File: src/rtl/tlul_pkg.sv
// Minimal TileLink-UL channel structs shared by the host arbiter and its neighbours.
package tlul_pkg;

    typedef struct packed {
        logic        a_valid;
        logic [2:0]  a_opcode;
        logic [2:0]  a_param;
        logic [1:0]  a_size;
        logic [7:0]  a_source;
        logic [31:0] a_address;
        logic [3:0]  a_mask;
        logic [31:0] a_data;
        logic        d_ready;
    } tl_h2d_t;

    typedef struct packed {
        logic        d_valid;
        logic [2:0]  d_opcode;
        logic [2:0]  d_param;
        logic [1:0]  d_size;
        logic [7:0]  d_source;
        logic        d_sink;
        logic [31:0] d_data;
        logic        d_error;
        logic        a_ready;
    } tl_d2h_t;

endpackage

File: src/rtl/top_pkg.sv
// Host-index type and helpers for the TL-UL host arbiter.
package top_pkg;

    localparam int TlArbMaxHosts = 8;

    typedef logic [$clog2(TlArbMaxHosts)-1:0] tl_host_idx_t;

    // Increment a host index, wrapping at the configured host count.
    function automatic tl_host_idx_t host_idx_inc(tl_host_idx_t idx, int num_hosts);
        tl_host_idx_t nxt;
        if (int'(idx) >= num_hosts - 1) nxt = '0;
        else                            nxt = idx + 1'b1;
        return nxt;
    endfunction

endpackage

File: src/rtl/tlul_host_arb_fifo.sv
// In-flight tracking FIFO of granted host indices; head selects the D-channel destination.
module tlul_host_arb_fifo
    import top_pkg::*;
#(
    parameter int Depth = 4
) (
    input  logic                         clk_i,
    input  logic                         rst_ni,
    input  logic                         push_i,
    input  tl_host_idx_t                 wdata_i,
    input  logic                         pop_i,
    output tl_host_idx_t                 rdata_o,
    output logic                         full_o,
    output logic                         empty_o,
    output logic [$clog2(Depth+1)-1:0]   count_o
);

    localparam int PtrW = $clog2(Depth);
    localparam int CntW = $clog2(Depth + 1);

    tl_host_idx_t    mem_q [Depth];
    logic [PtrW-1:0] wr_ptr_q;
    logic [PtrW-1:0] rd_ptr_q;
    logic [CntW-1:0] cnt_q;
    logic            do_push;
    logic            do_pop;

    assign full_o  = (cnt_q == CntW'(Depth));
    assign empty_o = (cnt_q == '0);
    assign do_push = push_i & ~full_o;
    assign do_pop  = pop_i & ~empty_o;
    assign rdata_o = mem_q[rd_ptr_q];
    assign count_o = cnt_q;

    // Depth is a power of two, so the pointers wrap naturally.
    always_ff @(posedge clk_i or negedge rst_ni) begin
        if (!rst_ni) begin
            wr_ptr_q <= '0;
            rd_ptr_q <= '0;
            cnt_q    <= '0;
            for (int i = 0; i < Depth; i++) mem_q[i] <= '0;
        end else begin
            if (do_push) begin
                mem_q[wr_ptr_q] <= wdata_i;
                wr_ptr_q        <= wr_ptr_q + 1'b1;
            end
            if (do_pop) rd_ptr_q <= rd_ptr_q + 1'b1;
            case ({do_push, do_pop})
                2'b10:   cnt_q <= cnt_q + 1'b1;
                2'b01:   cnt_q <= cnt_q - 1'b1;
                default: cnt_q <= cnt_q;
            endcase
        end
    end

endmodule

File: src/rtl/tlul_host_arb.sv
// N-to-1 TL-UL host arbiter: locked round-robin A grant, in-order D return via index FIFO.
// Define TLUL_HOST_ARB_FIXED_PRIO_EN for fixed lowest-index-wins priority instead of round-robin.
module tlul_host_arb
    import top_pkg::*;
#(
    parameter int NumHosts       = 2,
    parameter int MaxOutstanding = 4
) (
    input  logic                                clk_i,
    input  logic                                rst_ni,
    input  tlul_pkg::tl_h2d_t                   tl_h_i [NumHosts],
    output tlul_pkg::tl_d2h_t                   tl_h_o [NumHosts],
    output tlul_pkg::tl_h2d_t                   tl_d_o,
    input  tlul_pkg::tl_d2h_t                   tl_d_i,
    output logic [$clog2(MaxOutstanding+1)-1:0] outstanding_o,
    output logic                                err_o
);

    logic [NumHosts-1:0] req;
    tl_host_idx_t        arb_idx;
    logic                arb_found;
    tl_host_idx_t        gnt;
    logic                gnt_valid;
    tl_host_idx_t        gnt_q;
    logic                lock_q;
    logic                gnt_req;
    tlul_pkg::tl_h2d_t   gnt_h2d;
    tl_host_idx_t        head;
    logic                head_d_ready;
    logic                fifo_full;
    logic                fifo_empty;
    logic                dev_a_valid;
    logic                a_fire;
    logic                d_fire;
    logic                err_q;

    always_comb begin
        for (int i = 0; i < NumHosts; i++) req[i] = tl_h_i[i].a_valid;
    end

`ifdef TLUL_HOST_ARB_FIXED_PRIO_EN
    always_comb begin
        arb_idx   = '0;
        arb_found = 1'b0;
        for (int i = NumHosts - 1; i >= 0; i--) begin
            if (req[i]) begin
                arb_idx   = tl_host_idx_t'(i);
                arb_found = 1'b1;
            end
        end
    end
`else
    tl_host_idx_t rr_q;

    // First pass covers indices at or above the pointer, second pass wraps around.
    always_comb begin
        arb_idx   = '0;
        arb_found = 1'b0;
        for (int i = 0; i < NumHosts; i++) begin
            if (!arb_found && req[i] && (tl_host_idx_t'(i) >= rr_q)) begin
                arb_idx   = tl_host_idx_t'(i);
                arb_found = 1'b1;
            end
        end
        for (int i = 0; i < NumHosts; i++) begin
            if (!arb_found && req[i]) begin
                arb_idx   = tl_host_idx_t'(i);
                arb_found = 1'b1;
            end
        end
    end

    always_ff @(posedge clk_i or negedge rst_ni) begin
        if (!rst_ni)     rr_q <= '0;
        else if (a_fire) rr_q <= host_idx_inc(gnt, NumHosts);
    end
`endif

    assign gnt = lock_q ? gnt_q : arb_idx;

    always_comb begin
        gnt_req      = 1'b0;
        gnt_h2d      = '0;
        head_d_ready = 1'b0;
        for (int i = 0; i < NumHosts; i++) begin
            if (gnt == tl_host_idx_t'(i)) begin
                gnt_req = req[i];
                gnt_h2d = tl_h_i[i];
            end
            if (head == tl_host_idx_t'(i)) head_d_ready = tl_h_i[i].d_ready;
        end
    end

    assign gnt_valid   = lock_q ? gnt_req : arb_found;
    assign dev_a_valid = gnt_valid & ~fifo_full;
    assign a_fire      = dev_a_valid & tl_d_i.a_ready;
    assign d_fire      = tl_d_i.d_valid & ~fifo_empty & head_d_ready;

    always_comb begin
        tl_d_o         = gnt_h2d;
        tl_d_o.a_valid = dev_a_valid;
        tl_d_o.d_ready = head_d_ready & ~fifo_empty;
    end

    // D payload fans out to every host; only valid and a_ready are per-host.
    always_comb begin
        for (int i = 0; i < NumHosts; i++) begin
            tl_h_o[i]         = tl_d_i;
            tl_h_o[i].a_ready = gnt_valid & (gnt == tl_host_idx_t'(i)) &
                                tl_d_i.a_ready & ~fifo_full;
            tl_h_o[i].d_valid = tl_d_i.d_valid & ~fifo_empty & (head == tl_host_idx_t'(i));
        end
    end

    always_ff @(posedge clk_i or negedge rst_ni) begin
        if (!rst_ni) begin
            lock_q <= 1'b0;
            gnt_q  <= '0;
        end else if (a_fire) begin
            lock_q <= 1'b0;
        end else if (gnt_valid && !tl_d_i.a_ready) begin
            lock_q <= 1'b1;
            gnt_q  <= gnt;
        end
    end

    always_ff @(posedge clk_i or negedge rst_ni) begin
        if (!rst_ni)                              err_q <= 1'b0;
        else if (tl_d_i.d_valid && fifo_empty)    err_q <= 1'b1;
    end

    assign err_o = err_q;

    tlul_host_arb_fifo #(
        .Depth (MaxOutstanding)
    ) u_fifo (
        .clk_i   (clk_i),
        .rst_ni  (rst_ni),
        .push_i  (a_fire),
        .wdata_i (gnt),
        .pop_i   (d_fire),
        .rdata_o (head),
        .full_o  (fifo_full),
        .empty_o (fifo_empty),
        .count_o (outstanding_o)
    );

endmodule

File: config.mk
export PLATFORM = sky130hd
export DESIGN_NAME = tlul_host_arb
export DESIGN_NICKNAME = d
export VERILOG_FILES = /design/src/rtl/tlul_pkg.sv /design/src/rtl/top_pkg.sv /design/src/rtl/tlul_host_arb_fifo.sv /design/src/rtl/tlul_host_arb.sv
export SDC_FILE = /design/constraint.sdc
export NUM_CORES = 1
export LEC_CHECK = 0
export CAP_MARGIN = 15
export CORE_AREA = 3 3 162 164
export CTS_CLUSTER_DIAMETER = 80
export DETAILED_ROUTE_END_ITERATION = 10
export DIE_AREA = 0 0 165 167
export DONT_BUFFER_PORTS = 1
export HOLD_SLACK_MARGIN = 0.08
export PLACE_DENSITY = 0.3
export RECOVER_POWER = 100
export SLEW_MARGIN = 20
export SYNTH_ARGS = -nofsm -noshare
export SYNTH_HDL_FRONTEND = slang
export SYNTH_SLANG_ARGS = --single-unit
File: constraint.sdc
create_clock -name clk_i -period 6.01 [get_ports clk_i]
set_input_delay 0.3005 -clock clk_i [delete_from_list [all_inputs] [get_ports clk_i]]
set_output_delay 0.3005 -clock clk_i [all_outputs]
set_load 0.01 [all_outputs]
==> results of run 1 <==
-- layout make-up --
class                           count  area [µm²]  area share, %
Inverter                           10       37.54          1.375
Clock buffer                        3       75.07          2.750
Tap cell                          330       412.9          15.12
Clock inverter                      1       5.005         0.1833
Timing Repair Buffer                3       21.27         0.7791
Sequential cell                    27       675.6          24.75
Multi-Input combinational cell    172        1503          55.04
-- per-stage QoR --
| step | total power [mW] | instances |
|---|---|---|
| final | 1.536 | 546 |
| after global placement | 1.408 | 540 |
| after floorplan | 1.280 | 331 |
| after CTS | 1.578 | 546 |
| after global routing | 1.688 | 546 |
| after detailed placement | 1.410 | 540 |
-- flip-flops by register name, indices dropped and copies added, names as in the netlist --
name / flops
u_fifo.mem_q: 12
err_o: 1
u_fifo.count_o: 3
u_fifo.wr_ptr_q: 2
u_fifo.rd_ptr_q: 2
gnt_q: 3
rr_q: 3
lock_q: 1
-- Yosys cell counts, types with 4 or more instances --
library cell / count
ha_1: 8
mux2_2: 12
o2111ai_1: 4
nor2_1: 4
buf_2: 10
and2_1: 6
dfrtp_1: 27
buf_4: 101
buf_1: 4
or2_1: 4
clkbuf_1: 6
nand2_1: 5
inv_1: 10
a22o_1: 84
xor2_1: 4
-- how the worst max path moves through the flow --
stage	startpoint	endpoint	slack (ns)	cells past startpoint
detailed placement	rr_q[1]	u_fifo.count_o[2]	2.25	14
finish	rr_q[1]	tl_d_o[9]	1.99	6
CTS	rr_q[1]	u_fifo.count_o[2]	2.23	14
global route	rr_q[1]	tl_d_o[9]	1.57	6
global placement	rr_q[1]	u_fifo.count_o[2]	2.44	14
floorplan	rr_q[1]	u_fifo.count_o[2]	2.77	16
-- per-layer routing --
layer	track usage (%)	vias to the layer above	routed length [µm]
met4	0.9482	0	108
met2	14.24	219	6332
met3	2.612	10	1321
li1	-	876	-
met5	0	-	0
met1	7.105	989	3640
-- worst max-delay path, delay by kind of cell, from the launching register on --
family / cells / cell delay [ns]
flip-flops: 1 / 0.37
adder cells (fa/ha/maj): 1 / 0.33
AO/OA/AOI/OAI: 3 / 1.05
AND/OR/NAND/NOR: 2 / 1.68
-- where the power goes --
part / internal (mW) / switching [mW]
clock: 0.0900 / 0.0683
sequential: 0.233 / 0.0640
combinational: 0.386 / 0.695
-- repair_timing --
action                                  4_1_cts  5_1_grt
hold buffers                                  2        0
endpoints found under the hold margin        27        0
endpoints found under the setup margin        0        0
-- logic make-up after synthesis --
kind of cell / count (synthesis)
adder cells (fa/ha/maj): 9
buffers and inverters: 132
AO/OA/AOI/OAI: 103
multiplexers: 18
XOR/XNOR: 6
AND/OR/NAND/NOR: 36
flip-flops: 27
==> impl_metrics.json, run 1 <==
{
  "die_h_um": 167,
  "setup.worst_path.class": "reg -> out",
  "power_density_nw_per_um2": 562.7,
  "post-place-ws_ns": 2.255,
  "slew_viol_final": 86,
  "overflow": 0,
  "grt_setup_unrepaired": "false",
  "power.leakage_nw": 1.144,
  "syn-cell-area_um2": 3069,
  "cts.sinks": 27,
  "endpoint_kind": "primary output",
  "cp_max_fo": 85,
  "cpPeakStageDelay_ns": 1.22,
  "ys_types": 44,
  "num_rows": 58,
  "cts-resized-gates": 0,
  "tightestPinTransition_ns": 1.525,
  "fin_crit_sh_pct": 66.89,
  "fin_tns_setup_ns": 0,
  "violations": "max-capacitance violations, max-slew violations",
  "crit_slowest_cell": "and2_2",
  "synth_compound_area_share_pct": 29.07,
  "start_util_pct": 12.26,
  "worstReg2RegEnd": "u_fifo.count_o[2]",
  "avgSynthCellArea_um2": 9.272,
  "grt_usage_pct": 7.166,
  "antenna_found_initial": 0,
  "worstHoldEndpoint": "lock_q",
  "dp_hpwl_um": 9997,
  "synth-seq-cells": 27,
  "synth_top_family_by_area": "buffers and inverters",
  "path_clk_slew_ns": 0.07,
  "area_growth_pct": -11.05,
  "hold_depth": 1,
  "grt_pass1_vias": 2041,
  "numPortBuffers": 0,
  "rr_startpoint": "rr_q[1]",
  "crit_required_ns": 5.71,
  "period_minus_slack_ns": 4.020,
  "async_reset_ff_share_pct": 100.0,
  "slew_headroom_pct": -1.651,
  "final_cell_mix": "84 x a22o_1, 27 x dfrtp_1, 12 x mux2_2, 10 x inv_1, 8 x ha_1",
  "r2r_slack_ns": 2.05,
  "crit_arrival_ns": 3.72,
  "ioPinCount": 420,
  "core_um2": 25040,
  "finalSetupViolCount": 0,
  "ctsHtreeMaxLevel": 1,
  "peakVddDrop_uv": 177.8,
  "skew_ns": 0.006564,
  "yosysWarningCount": 0,
  "cts_buffers": 3,
  "routabilityCongestion": 0.6854,
  "postCtsSetupBuffers": 0,
  "layout_commonest_cell": "a22o_1",
  "nNetsFinal": 452,
  "final_hold_viol_count": 0,
  "start_kind": "register",
  "path_cells": "or3b_2 > a21oi_1 > a21o_1 > ha_1 > and2_2 > a22o_1",
  "synth_fa_ha_area_share_pct": 3.914,
  "die_w_um": 165,
  "drt-initial-drc-count": 67,
  "placed_cell_area_um2": 2643,
  "remaining_drc_errors": 0,
  "wl_per_cell_um": 20.88,
  "vias": 2094,
  "synth_nets": 566,
  "synth_xor_area_share_pct": 1.712,
  "fin_util_pct": 10.90,
  "viasPerCell": 3.835,
  "cap_viol_max_count": 1,
  "wirelength_um": 11400,
  "hold_ws_ns": 0.1305,
  "synth_largest_area_cell": "buf_4",
  "synthSimpleGateAreaFrac_pct": 6.930,
  "min_path_type": "in -> reg",
  "synth_top_flop_cell": "dfrtp_1",
  "grt_max_degree": 86,
  "clk-insertion-delay-late_ns": 0.26,
  "grt_pass1_wl_um": 14750,
  "final_antenna_net_count": 0,
  "fmax_mhz": 248.8,
  "worst-r2r-cell-count": 14,
  "cts-root-buf": "clkbuf_16",
  "holdCritStartpoint": "tl_d_i[0]",
  "synth.area.top_cells": "buf_4 25%, a22o_1 24%, dfrtp_1 22%",
  "status": "finished with violations",
  "synthMuxAreaShare_pct": 7.216,
  "cts_tree": "done",
  "first_pass_iters": 4,
  "diodes": 0,
  "drive_above_1_share_pct": 11.11,
  "fillCellCount": 2897,
  "setup_ws_ns": 1.990,
  "fin_area_um2": 2730,
  "clock_path_buffers": 2,
  "die_area_um2": 27560,
  "synth-edff-count": 0,
  "yosysSeqAreaShare_pct": 22.01,
  "synth_top_area_share_pct": 24.70,
  "syn_inst": 331
}
No activity file was read; power rests on OpenSTA's default activity.
==> inputs of run 2 (changes only) <==
clock period = 3.85 ns   (was 6.01 ns; I/O delays follow)
==> run 2 against run 1 <==
  * The run still ends with max-capacitance violations, max-slew violations left
  * Clock power grew 56%
  * Routed wire length grew 0.25%
  * Sequential share of layout area shrank 0.49 points
  * Sequential power grew 55%
  * Core utilization grew 0.22 points
  * Total power grew 58%
  * Critical endpoint unchanged
  * Highest routed layer unchanged
==> impl_metrics.json, run 2 (same netlist as run 1, synthesis figures left out) <==
{
  "clock_path_buffers": 2,
  "remaining_drc_errors": 0,
  "die_area_um2": 27560,
  "final_antenna_net_count": 0,
  "multiInputGateArea_um2": 1504,
  "setup.worst_path.class": "reg -> out",
  "die_w_um": 165,
  "core_um2": 25040,
  "diodes": 0,
  "worst-r2r-cell-count": 15,
  "final_cell_mix": "84 x a22o_1, 27 x dfrtp_1, 12 x mux2_2, 10 x inv_1, 8 x ha_1",
  "ioPinCount": 420,
  "cts.sinks": 27,
  "cts_tree": "done",
  "cpPeakStageDelay_ns": 0.62,
  "cts_buffers": 3,
  "viasPerCell": 3.809,
  "crit_required_ns": 3.66,
  "status": "finished with violations",
  "ctsHtreeMaxLevel": 1,
  "violations": "max-capacitance violations, max-slew violations",
  "crit_arrival_ns": 3.22,
  "skew_ns": 0.01061,
  "fin_area_um2": 2785,
  "dp_hpwl_um": 10080,
  "clk-insertion-delay-late_ns": 0.27,
  "die_h_um": 167,
  "wirelength_um": 11430,
  "first_pass_iters": 4,
  "power.leakage_nw": 1.166,
  "final-seq-area_um2": 675.6,
  "vias": 2099,
  "grt_max_degree": 51,
  "drt-initial-drc-count": 74,
  "numPortBuffers": 0,
  "start_kind": "register",
  "cts-root-buf": "clkbuf_16",
  "cp_max_fo": 49,
  "fin_crit_sh_pct": 88.60,
  "grt_usage_pct": 7.194,
  "hold_depth": 2,
  "min_path_type": "in -> reg",
  "layout_commonest_cell": "a22o_1",
  "grt_pass1_wl_um": 14770,
  "slew_headroom_pct": -1.846,
  "largest_reg_flops": 12,
  "wl_per_cell_um": 20.74,
  "regMostFlops": "u_fifo.mem_q",
  "fmax_mhz": 293.2,
  "crit_slowest_cell": "nor2_4",
  "endpoint_kind": "primary output",
  "fillCellCount": 2901,
  "area_growth_pct": -9.254,
  "grt_setup_unrepaired": "false",
  "path_clk_slew_ns": 0.08,
  "fin_tns_setup_ns": 0,
  "path_cells": "nand2b_1 > a21oi_1 > a21o_1 > inv_1 > ha_1 > nand2_1 > nor2_4 > buf_4 > a22o_1",
  "antenna_found_initial": 0,
  "postCtsSetupBuffers": 0,
  "slew_viol_final": 28,
  "num_rows": 58,
  "start_util_pct": 12.26,
  "placed_cell_area_um2": 2678,
  "nNetsFinal": 457,
  "routabilityCongestion": 0.7013,
  "period_minus_slack_ns": 3.411,
  "finalSetupViolCount": 0,
  "tightestPinTransition_ns": 1.528,
  "final_hold_viol_count": 0,
  "overflow": 0,
  "cap_viol_max_count": 1,
  "peakVddDrop_uv": 267.4,
  "grt_pass1_vias": 2061,
  "drive_above_1_share_pct": 11.76,
  "power_density_nw_per_um2": 871.0
}
-- run 2: changes by cell type in the layout (fill, tap and decap cells not counted) --
cell           before  now
buf_12              0    1
and2_2              1    0
and2_4              0    1
clkbuf_1            1    2
dlygate4sd3_1       1    3
buf_4               1    2
clkinvlp_4          0    1
clkinv_2            1    0
-- run 2: final timing paths --
path	startpoint	end	slack, ns
max	lock_q	tl_d_o[9]	0.44
min	tl_d_i[51]	u_fifo.rd_ptr_q[1]	0.16
max reg2reg	rr_q[1]	u_fifo.count_o[2]	0.44
min reg2reg	u_fifo.mem_q[11]	u_fifo.mem_q[11]	0.48
max in group asynchronous	rst_ni	u_fifo.mem_q[6]	2.12
min in group asynchronous	rst_ni	u_fifo.wr_ptr_q[1]	0.82
-- run 2: final cells by class --
class                      count  area share, %
inverter                      10          1.348
timing repair buffer           8          2.606
multi-input combinational    172          54.00
clock inverter                 1         0.2695
sequential                    27          24.26
clock buffer                   3          2.695
tap                          330          14.82
-- run 2: where the power goes --
group          total, mW  switching (mW)  internal, mW
clock              0.246           0.104         0.141
sequential         0.461          0.0972         0.364
combinational       1.72            1.09         0.631
-- run 2: what timing repair did --
item / in CTS / in global routing
hold buffers: 4 / 0
hold endpoints to repair: 29 / 0
gates resized for setup: 0 / 0
setup endpoints to repair: 0 / 0
-- run 2: worst max-delay path, delay by kind of cell (launching register included) --
family          cells  cell delay [ns]
buf+inv             2             0.63
flops               1             0.54
simple gates        3             0.87
fa+ha+maj           1             0.18
compound gates      3             0.70
-- run 2: routing by layer --
layer | up-vias | GRT usage [%] | wire (µm)
met2 | 211 | 14.42 | 6473
met3 | 8 | 2.463 | 1236
li1 | 889 | - | -
met5 | - | 0 | 0
met4 | 0 | 0.6565 | 55
met1 | 991 | 7.247 | 3665
-- run 2: metrics by stage --
stage | instances | utilization [%] | power [mW] | hold WS, ns | worst slack, ns
4_1_cts | 551 | 11.22 | 2.495 | 0.1633 | 0.3545
2_1_floorplan | 331 | - | 1.998 | -0.1031 | 0.6053
3_3_place_gp | 543 | 10.69 | 2.227 | -0.1022 | 0.5112
5_1_grt | 551 | 11.12 | 2.671 | 0.1728 | 0.05333
6_report | 551 | 11.12 | 2.426 | 0.1605 | 0.4390
3_5_place_dp | 543 | 10.69 | 2.234 | -0.1022 | 0.4297
==> inputs of run 3 (changes only) <==
--- a/config.mk
+++ b/config.mk
@@ -13,2 +13,3 @@
 export DONT_BUFFER_PORTS = 1
+export GPL_TIMING_DRIVEN = 1
 export HOLD_SLACK_MARGIN = 0.08
--- a/constraint.sdc
+++ b/constraint.sdc
@@ -3,2 +3,2 @@
 set_output_delay 0.1925 -clock clk_i [all_outputs]
-set_load 0.01 [all_outputs]
+set_load 0.02 [all_outputs]
==> run 3 against run 2 <==
  * The run still ends with max-capacitance violations, max-slew violations left
  * Via count down 1.3%
  * Final cell count is 0.18% higher
  * Register-to-register slack worse by 0.04 ns
  * Clock-buffer cell count stayed put
  * Highest routed layer unchanged
==> impl_metrics.json, run 3 (same netlist as run 1, synthesis figures left out) <==
{
  "status": "finished with violations",
  "violations": "max-capacitance violations, max-slew violations",
  "ioPinCount": 420,
  "slew_headroom_pct": -2.022,
  "cts-root-buf": "clkbuf_16",
  "antenna_found_initial": 0,
  "finalSetupViolCount": 0,
  "viasPerCell": 3.754,
  "cts-resized-gates": 0,
  "fin_crit_sh_pct": 89.73,
  "grt_pass1_vias": 2025,
  "nNetsFinal": 458,
  "vias": 2072,
  "remaining_drc_errors": 0,
  "largest_reg_flops": 12,
  "grt_setup_unrepaired": "false",
  "power.leakage_nw": 1.171,
  "final_cell_mix": "84 x a22o_1, 27 x dfrtp_1, 12 x mux2_2, 10 x inv_1, 8 x ha_1",
  "cts_buffers": 3,
  "crit_arrival_ns": 3.26,
  "overflow": 0,
  "power_density_nw_per_um2": 1023,
  "clock_path_buffers": 2,
  "num_rows": 58,
  "routabilityCongestion": 0.6826,
  "min_path_type": "in -> reg",
  "cp_max_fo": 8,
  "layout.cells.non_filler": 552,
  "numPortBuffers": 0,
  "dp_hpwl_um": 10110,
  "slew_viol_final": 28,
  "grt_max_degree": 51,
  "clk-insertion-delay-late_ns": 0.26,
  "grt_pass1_wl_um": 14790,
  "regMostFlops": "u_fifo.mem_q",
  "period_minus_slack_ns": 3.455,
  "cts_tree": "done",
  "area_growth_pct": -9.009,
  "power.total_mw": 2.857,
  "final_antenna_net_count": 0,
  "first_pass_iters": 4,
  "die_h_um": 167,
  "final_hold_viol_count": 0,
  "cts.sinks": 27,
  "setup.worst_path.class": "reg -> out",
  "hold_ws_ns": 0.1866,
  "fin_tns_setup_ns": 0,
  "core_um2": 25040,
  "skew_ns": 0.005498,
  "layout_commonest_cell": "a22o_1",
  "peakVddDrop_uv": 243.9,
  "diodes": 0,
  "endpoint_kind": "primary output",
  "placed_cells": 544,
  "cap_viol_max_count": 1,
  "path_clk_slew_ns": 0.07,
  "fmax_mhz": 289.5,
  "ctsHtreeMaxLevel": 1,
  "die_w_um": 165,
  "tightestPinTransition_ns": 1.530,
  "die_area_um2": 27560,
  "drive_above_1_share_pct": 12.16,
  "start_util_pct": 12.26,
  "wirelength_um": 11440,
  "grt_usage_pct": 7.209,
  "crit_required_ns": 3.66,
  "start_kind": "register",
  "wl_per_cell_um": 20.72,
  "drt-initial-drc-count": 84,
  "fin_util_pct": 11.15
}
## run 3: cell types whose count changed in the layout (fill, tap and decap cells not counted)
| cell | delta |
|---|---|
| buf_4 | +1 |
## run 3: critical path: stages, from the launching register on
cell and delay [ns]:
dfrtp_1 0.37, or3b_2 0.46, a21oi_1 0.29, a21o_1 0.28
ha_1 0.34, nand2b_1 0.08, a21boi_0 0.17, clkbuf_1 0.30
o211a_1 0.20, buf_4 0.17, and3_1 0.33
## run 3: cell type report
cell class                 count  area (µm²)
tap                          330       412.9
clock buffer                   3       75.07
inverter                      10       37.54
sequential                    27       675.6
fill                        2910       22240
timing repair buffer           9       80.08
multi-input combinational    172        1504
clock inverter                 1       7.507
## run 3: metrics by stage
stage	setup slack, ns	cell area (µm²)
6_report	0.3953	2793
5_1_grt	0.08052	2793
3_5_place_dp	0.4330	2685
3_3_place_gp	0.5412	2685
2_1_floorplan	0.6047	3069
4_1_cts	0.3895	2818
## run 3: power breakdown
group | total (mW) | switching [mW] | internal [mW]
Sequential | 0.460 | 0.0960 | 0.364
Combinational | 2.15 | 1.51 | 0.641
Clock | 0.249 | 0.107 | 0.142
## run 3: final timing paths
| check | startpoint | end | slack (ns) | cells past startpoint |
|---|---|---|---|---|
| setup reg to reg | rr_q[1] | u_fifo.count_o[1] | 0.40 | 13 |
| min in group asynchronous | rst_ni | u_fifo.wr_ptr_q[1] | 0.83 | 2 |
| max in group asynchronous | rst_ni | u_fifo.mem_q[11] | 2.13 | 2 |
| setup / recovery | rr_q[1] | tl_h_o[52] | 0.40 | 10 |
| hold reg to reg | u_fifo.mem_q[5] | u_fifo.mem_q[5] | 0.49 | 1 |
| hold / removal | tl_d_i[51] | u_fifo.rd_ptr_q[1] | 0.19 | 2 |
## run 3: repair_timing
action                     CTS  global route
buffers inserted             0             0
hold endpoints to repair    29             0
hold buffers                 4             0
setup endpoints to repair    0             0
## run 3: metal layers
| layer | wire (µm) | global-route usage, % |
|---|---|---|
| met2 | 6422 | 14.55 |
| met4 | 64 | 0.7659 |
| met5 | 0 | 0 |
| met3 | 1231 | 2.338 |
| met1 | 3717 | 7.216 |
